File: src/rtl/csa_carry_resolver.sv
`default_nettype none
// ============================================================================
// Module      : csa_carry_resolver
// Description : Resolves a carry-save (S, Cout) pair into a binary sum, one
//               CHUNK_W-bit ripple slice per cycle, with valid/ready on both
//               sides.
// Revision    : 1.0 - initial release
// ============================================================================
module csa_carry_resolver #(
    parameter int S_WIDTH = 22,
    parameter int C_WIDTH = 23,
    parameter int CHUNK_W = 8
) (
    input  logic                 clk,
    input  logic                 rst,
    input  logic                 in_valid,
    output logic                 in_ready,
    input  logic [S_WIDTH:1]     S,
    input  logic [C_WIDTH:1]     Cout,
    output logic                 out_valid,
    input  logic                 out_ready,
    output logic [S_WIDTH+2:1]   sum
);

    localparam int c_OUT_W  = S_WIDTH + 2;
    localparam int c_NCHUNK = (c_OUT_W + CHUNK_W - 1) / CHUNK_W;
    localparam int c_CNT_W  = (c_NCHUNK > 1) ? $clog2(c_NCHUNK) : 1;
    localparam logic [c_CNT_W-1:0] c_LAST = c_CNT_W'(c_NCHUNK - 1);

    localparam logic [1:0] c_IDLE = 2'd0;
    localparam logic [1:0] c_ADD  = 2'd1;
    localparam logic [1:0] c_DONE = 2'd2;

    logic [1:0]          r_state;
    logic [1:0]          w_state_nxt;
    logic [c_CNT_W-1:0]  r_cnt;
    logic                r_carry;
    logic [c_OUT_W-1:0]  r_ops;
    logic [c_OUT_W-1:0]  r_opc;
    logic [c_OUT_W-1:0]  r_sum;
    logic [c_OUT_W-1:0]  w_sum_nxt;
    logic [CHUNK_W:0]    w_res;
    logic                w_accept;
    logic                w_add;
    logic                w_last;

    assign w_accept = in_valid && (r_state == c_IDLE);
    assign w_add    = (r_state == c_ADD);
    assign w_last   = w_add && (r_cnt == c_LAST);

    // Operands shift down each cycle, so the active chunk is always at bit 0.
    assign w_res = {1'b0, r_ops[CHUNK_W-1:0]}
                 + {1'b0, r_opc[CHUNK_W-1:0]}
                 + {{CHUNK_W{1'b0}}, r_carry};

    always_comb begin
        w_state_nxt = r_state;
        case (r_state)
            c_IDLE:  if (in_valid)  w_state_nxt = c_ADD;
            c_ADD:   if (w_last)    w_state_nxt = c_DONE;
            c_DONE:  if (out_ready) w_state_nxt = c_IDLE;
            default:                w_state_nxt = c_IDLE;
        endcase
    end

    // Only bits of the chunk being resolved are written; others keep their value.
    for (genvar i = 0; i < c_OUT_W; i++) begin : g_bit
        localparam int c_CI = i / CHUNK_W;
        localparam int c_CJ = i % CHUNK_W;
        assign w_sum_nxt[i] = (w_add && (r_cnt == c_CNT_W'(c_CI))) ? w_res[c_CJ] : r_sum[i];
    end

    always_ff @(posedge clk or posedge rst) begin
        if (rst) begin
            r_state <= c_IDLE;
            r_cnt   <= '0;
            r_carry <= 1'b0;
            r_ops   <= '0;
            r_opc   <= '0;
            r_sum   <= '0;
        end else begin
            r_state <= w_state_nxt;
            r_sum   <= w_sum_nxt;
            if (w_accept) begin
                r_ops   <= {{(c_OUT_W-S_WIDTH){1'b0}}, S};
                r_opc   <= {{(c_OUT_W-C_WIDTH){1'b0}}, Cout};
                r_carry <= 1'b0;
                r_cnt   <= '0;
            end else if (w_add) begin
                r_ops   <= r_ops >> CHUNK_W;
                r_opc   <= r_opc >> CHUNK_W;
                r_carry <= w_res[CHUNK_W];
                r_cnt   <= w_last ? '0 : r_cnt + c_CNT_W'(1);
            end
        end
    end

    assign in_ready  = (r_state == c_IDLE);
    assign out_valid = (r_state == c_DONE);
    assign sum       = r_sum;

endmodule
`default_nettype wire

File: config.mk
export PLATFORM = sky130hd
export DESIGN_NAME = csa_carry_resolver
export DESIGN_NICKNAME = d
export VERILOG_FILES = /design/src/rtl/csa_carry_resolver.sv
export SDC_FILE = /design/constraint.sdc
export NUM_CORES = 1
export LEC_CHECK = 0
export BUFFER_PORTS_ARGS = -buffer_cell sky130_fd_sc_hd__buf_2
export CORE_MARGIN = 4
export CORE_UTILIZATION = 53
export DETAILED_ROUTE_END_ITERATION = 12
export PLACE_DENSITY = 0.79
export SLEW_MARGIN = 30
export SYNTH_ARGS = -nofsm -noshare
export SYNTH_HDL_FRONTEND = slang
export SYNTH_SLANG_ARGS = --single-unit
File: constraint.sdc
create_clock -name clk -period 2.7 [get_ports clk]
set_input_delay 0.405 -clock clk [delete_from_list [all_inputs] [get_ports clk]]
set_output_delay 0.405 -clock clk [all_outputs]
set_load 0.01 [all_outputs]
==> results.yml, run 1 <==
run_status:
  status: "completed"
yosys:
  syn_inst: 331
  synth_cell_types: 31
  synthFlopType: "dfrtp_1"
  yosysWarningCount: 0
  ys_ff_latch: 74
  synth-seq-area-share: 0.570
  synth_edf_count: 0
  async_reset_ff_frac: 1.00
  netlist_top_cells_count: "nand2_1 (111), dfrtp_1 (74), a22oi_1 (27)"
  synthTopCellsByArea: "dfrtp_1 (57%), nand2_1 (13%), a22oi_1 (6.2%), ha_1 (2.7%), nand3_1 (2.6%)"
  yosys.area.top_type: "dfrtp_1"
  synth_nets: 389
  synth.most_common_cell: "nand2_1"
  avgSynthCellArea_um2: 9.81
  synth_top_area_share: 0.570
  syn_area_um2: 3250
clocking:
  clock_tree.htree_level_count: 3
  root_buffer: "clkbuf_8"
  cts_resized: 0
  cts_tree: "done"
  cts_setup_buffers: 0
  clk_path_buf_depth: 2
  numCtsBuffers: 9
  hold_buffers: 0
  path_clk_slew_ps: 80
  clk_latency_ps: 340
  cts_sinks: 74
sta:
  fmax_mhz: 441
  relSlewSlack: 0.575
  grt_setup_unrepaired: "false"
  fin_crit_sh: 0.840
  worstMarginPinSlew_ps: 637
  setup_viol: 0
  whs_ps: 136
  finalSetupTns_ps: 0
  fin_skew_ps: 6.11
  hold_viol_final: 0
  slew_violations: 0
  min_period_ps: 2270
floorplanning:
  die_w_um: 86.3
  initial_core_util: 0.548
  rows: 28
  core_region_area_um2: 5920
  io_pins: 75
  die_h_um: 86.3
  die_area_um2: 7440
drt:
  routed_wl_um: 7140
  avgRoutedWirePerCell_um: 14.8
  vias: 2616
  postRouteAntennaNets: 0
  drc: 0
  drt_iter0_drc: 92
  vias_per_cell: 5.43
  drt_pass1_iterations: 4
run:
  max_cap_viol_count: 0
cells_and_area:
  multiInputGateArea_um2: 1300
  syn_to_final_growth_pct: 20.7
  seq_area_um2: 1850
  n_fill_cell: 509
  diodes: 0
  drive_above_1_share: 0.260
  nets: 460
grt:
  grt_pass1_vias: 2585
  grt_max_degree: 47
  gr-usage-all-layers: 0.207
  grt_pass1_wl_um: 12100
  overflow: 0
  antenna_found_initial: 0
placed_design:
  numPortBuffers: 74
  dp_hpwl_um: 5000
  place_congestion: 0.784
power_and_ir_drop:
  power.leakage_uw: 0.00207
  powerDensity_nw_per_um2: 1170
  peakVddDrop_v: 0.000602
critical_path:
  critPathBufInv: 1
  max_stage_delay_ps: 470
  crit_chain: "fa_1 > inv_1 > fa_1 > nor2b_4 > o31a_1 > o21a_1 > o21a_1 > o31ai_1"
  crit_type: "flip-flop to flip-flop"
  rrSetupSlack_ps: 430
  r2r-end: "sum[7]$_DFFE_PP0P_"
  start_kind: "flip-flop"
  arrival_ps: 2510
  cp_slowest_cell: "fa_1"
  crit_family: "compound AO/OA/AOI/OAI gates"
  rr_worst_depth: 8
  end_kind: "flip-flop"
  r2r-start: "r_carry$_DFFE_PP0P_"
  cp_max_fo: 3
  cp_data_required_time_ps: 2950
hold_path:
  hold_path.class: "input port to async pin"
-- state kept, by name, summed over array words and instances (netlist names) --
signal   count
r_cnt        2
r_state      2
r_ops       22
r_opc       23
r_carry      1
sum         24
-- layout make-up --
| type | count | area share |
|---|---|---|
| Sequential cell | 74 | 0.473 |
| Multi-Input combinational cell | 233 | 0.331 |
| Timing Repair Buffer | 79 | 0.107 |
| Clock buffer | 12 | 0.0421 |
| Tap cell | 75 | 0.0239 |
| Clock inverter | 4 | 0.0185 |
| Inverter | 5 | 0.00479 |
-- power by group --
| part | switching [uW] | total, uW | internal [uW] |
|---|---|---|---|
| sequential | 230 | 1750 | 1520 |
| combinational | 1130 | 1820 | 693 |
| clock | 405 | 1000 | 595 |
-- per-layer routing --
layer	vias to the layer above	global-route usage	routed length, um
met5	-	0	0
met4	0	0.0765	105
met3	15	0.0380	435
met2	93	0.332	3440
met1	1240	0.283	3160
li1	1268	-	-
-- worst max-delay path by stage --
| stage | start | to | cells after the start |
|---|---|---|---|
| 2_1_floorplan | rst | r_carry$_DFFE_PP0P_ | 1 |
| 3_3_place_gp | r_carry$_DFFE_PP0P_ | sum[7]$_DFFE_PP0P_ | 8 |
| 3_5_place_dp | r_carry$_DFFE_PP0P_ | sum[7]$_DFFE_PP0P_ | 8 |
| 4_1_cts | r_carry$_DFFE_PP0P_ | sum[7]$_DFFE_PP0P_ | 8 |
| 5_1_grt | r_carry$_DFFE_PP0P_ | sum[7]$_DFFE_PP0P_ | 8 |
| 6_report | r_carry$_DFFE_PP0P_ | sum[7]$_DFFE_PP0P_ | 8 |
-- stage by stage --
step	total power [uW]	instances	instance area, um^2	setup WS [ps]	utilization
after global routing	4930	482	3920	256	0.662
after CTS	4600	482	3920	438	0.662
after floorplan	3050	331	3250	413	-
after detailed placement	3590	466	3680	463	0.622
final	4580	482	3920	432	0.662
after global placement	3520	466	3680	517	0.622
-- worst register-to-register path: stages, from the launching register on --
cell and delay (ps):
dfrtp_1 400, fa_1 470, inv_1 90, fa_1 250, nor2b_4 60, o31a_1 250, o21a_1 200, o21a_1 200
o31ai_1 240
-- logic make-up after synthesis --
logic type | Yosys count | share of synthesized area
flops | 74 | 0.570
mux | 6 | 0.0208
xor+xnor | 4 | 0.0108
compound gates | 69 | 0.142
fa+ha+maj | 9 | 0.0393
simple gates | 145 | 0.185
buf+inv | 24 | 0.0316
-- placed cells by master, fill, tap and decap left out, types with 3 or more instances in the layout --
master	instances
a21oi_1	7
a22oi_1	27
buf_2	74
buf_4	4
clkbuf_8	12
dfrtp_1	74
ha_1	7
inv_1	4
mux2_2	6
nand2_1	111
nand3_1	17
nor2_1	6
nor3_1	3
o21a_1	3
o21ai_0	16
o21ai_1	3
o31ai_1	3
xor2_1	4
No activity file was read; power rests on OpenSTA's default activity.
==> inputs of run 2 (changes only) <==
- ABC_AREA: not set -> 1
- CORE_UTILIZATION: 53 -> 49
- PLACE_DENSITY: 0.79 -> 0.76
- clock period: 2.7 -> 2 ns (I/O delays scaled with it)
==> run 2 against run 1 <==
Register-to-register slack worse by 300 ps. Setup slack got worse by 300 ps. Non-clock buffer count unchanged. Final cell count increased by 12%. Count of clock-buffer cells in the layout did not move. Critical path depth grew 2. Via count is 5.3% higher. Clock skew is 2.1 ps lower. Flip-flop and latch count is the same. Global-route usage is 0.97 points lower. Sequential power increased by 42%. Largest cell class unchanged. Largest power group unchanged.
==> results.yml, run 2 <==
yosys:
  avgSynthCellArea_um2: 9.01
  yosys.area.top_type: "dfrtp_1"
  syn_inst: 378
  synthTopCellsByArea: "dfrtp_1 (54%), nand2_1 (15%), inv_1 (4.9%), o211ai_1 (3.1%), nand3_1 (2.9%)"
  synth_top_area_share: 0.544
  synth_cell_types: 28
  netlist_top_cells_count: "nand2_1 (133), dfrtp_1 (74), inv_1 (44)"
  ys_ff_latch: 74
  async_reset_ff_frac: 1.00
  synthFlopType: "dfrtp_1"
  synth.most_common_cell: "nand2_1"
  synth-seq-area-share: 0.544
  syn_area_um2: 3400
  synth_edf_count: 0
  synth_nets: 436
  yosysWarningCount: 0
critical_path:
  crit_top_cell: "nand2_1"
  cp_slowest_cell: "dfrtp_1"
  cp_data_required_time_ps: 2250
  end_kind: "flip-flop"
  critPathBufInv: 2
  crit_type: "flip-flop to flip-flop"
  arrival_ps: 2120
  start_kind: "flip-flop"
  crit_chain: "fa_2 > inv_1 > fa_2 > inv_1 > nand2_1 > nand2_1 > and2_1 > or2_1 > nand3_1 > nand2_1"
  cp_max_fo: 3
  rr_worst_depth: 10
  crit_family: "simple AND/OR/NAND/NOR gates"
  cp.depth: 10
  max_stage_delay_ps: 420
sta:
  finalSetupTns_ps: 0
  hold_viol_final: 0
  slew_violations: 0
  whs_ps: 48.4
  grt_setup_unrepaired: "false"
  fmax_mhz: 535
  fin_crit_sh: 0.935
  worstMarginPinSlew_ps: 390
  setup_viol: 0
  relSlewSlack: 0.740
  min_period_ps: 1870
  fin_skew_ps: 4.04
hold_path:
  hold_path.class: "input port to async pin"
clocking:
  cts_tree: "done"
  path_clk_slew_ps: 80
  root_buffer: "clkbuf_8"
  clock_tree.htree_level_count: 3
  clk_path_buf_depth: 2
  cts_resized: 0
  numCtsBuffers: 9
  cts_sinks: 74
  hold_buffers: 0
  cts_setup_buffers: 0
  clk_latency_ps: 350
cells_and_area:
  final_core_util: 0.602
  syn_to_final_growth_pct: 19.4
  largest_reg_flops: 24
  nets: 511
  drive_above_1_share: 0.245
  diodes: 0
  final_common_cell: "nand2_1"
  layout_common_cells: "nand2_1 (133), buf_2 (74), dfrtp_1 (74)"
  final_cells: 538
placed_design:
  dp_hpwl_um: 5350
  numPortBuffers: 74
  placedCellCount: 522
  place_congestion: 0.805
drt:
  vias: 2754
  drc: 0
  drt_iter0_drc: 151
  postRouteAntennaNets: 0
  drt_pass1_iterations: 5
  routed_wl_um: 7540
  vias_per_cell: 5.12
  avgRoutedWirePerCell_um: 14.0
power_and_ir_drop:
  netSwitchingFraction: 0.412
  internal_power_uw: 4090
  p_seq_frac: 0.356
  powerDensity_nw_per_um2: 1710
  peakVddDrop_v: 0.000775
  power_frac_comb: 0.449
  fin_total_pwr_uw: 6960
  p_sw_uw: 2870
  clock_power_share: 0.195
  power.leakage_uw: 0.00212
floorplanning:
  rows: 30
  die_area_um2: 8350
  die_h_um: 91.4
  die_w_um: 91.4
  core_region_area_um2: 6760
  initial_core_util: 0.504
  io_pins: 75
grt:
  grt_pass1_wl_um: 13100
  grt_max_degree: 75
  grt_pass1_vias: 2805
  antenna_found_initial: 0
  overflow: 0
  gr-usage-all-layers: 0.197
run_status:
  status: "completed"
run:
  max_cap_viol_count: 0
[run 2: layout make-up]
type,count,area [um^2]
clock buffer,12,165
clock inverter,4,72.6
fill,618,2690
inverter,48,184
multi-input combinational,241,1260
sequential,74,1850
tap,80,100
timing repair buffer,79,433
[run 2: path summary, 6_finish.rpt]
kind                                     startpoint                endpoint  slack [ps]
worst max-delay path            r_carry$_DFFE_PP0P_      sum[5]$_DFFE_PP0P_         130
worst max register to register  r_carry$_DFFE_PP0P_      sum[5]$_DFFE_PP0P_         130
worst min-delay path                            rst     sum[18]$_DFFE_PP0P_          50
max in group asynchronous                       rst   r_opc[21]$_DFFE_PP0P_        1660
worst min register to register  sum[11]$_DFFE_PP0P_     sum[11]$_DFFE_PP0P_         470
min in group clk                          out_ready  r_state[1]$_DFFE_PP0P_         130
[run 2: worst register-to-register path: stages (launching register included)]
cell and delay (ps):
dfrtp_1 420, fa_2 400, inv_1 80, fa_2 200
inv_1 40, nand2_1 40, nand2_1 50, and2_1 140
or2_1 240, nand3_1 90, nand2_1 50
[run 2: power by group through the flow]
stage | Sequential [uW] | Combinational [uW] | Clock, uW
6_report | 2480 | 3130 | 1360
5_1_grt | 2560 | 3590 | 1440
4_1_cts | 2480 | 3150 | 1380
3_5_place_dp | 2500 | 3130 | 0
3_3_place_gp | 2470 | 3030 | 0
2_1_floorplan | 2550 | 2290 | 0
[run 2: kinds of logic (layout without fill, tap and decap cells)]
group,Yosys count,in the layout,share of synthesized area
AO/OA/AOI/OAI,60,60,0.118
XOR/XNOR,1,1,0.00257
adder cells (fa/ha/maj),9,9,0.0375
buffers and inverters,63,143,0.0875
flip-flops,74,74,0.544
AND/OR/NAND/NOR,171,171,0.210
[run 2: per-stage QoR]
| step | worst slack (ps) | instance area [um^2] |
|---|---|---|
| detailed placement | 101 | 3820 |
| floorplan | 219 | 3410 |
| CTS | 72.2 | 4060 |
| global route | 18.2 | 4070 |
| finish | 130 | 4070 |
| global placement | 165 | 3820 |
[run 2: metal layers]
layer	vias to the layer above	share of wire	global-route usage	wire, um
met1	1278	0.44	0.261	3300
met2	91	0.46	0.305	3490
met5	-	0	0	0
met3	15	0.069	0.0431	518
met4	0	0.029	0.0980	221
li1	1370	-	-	-
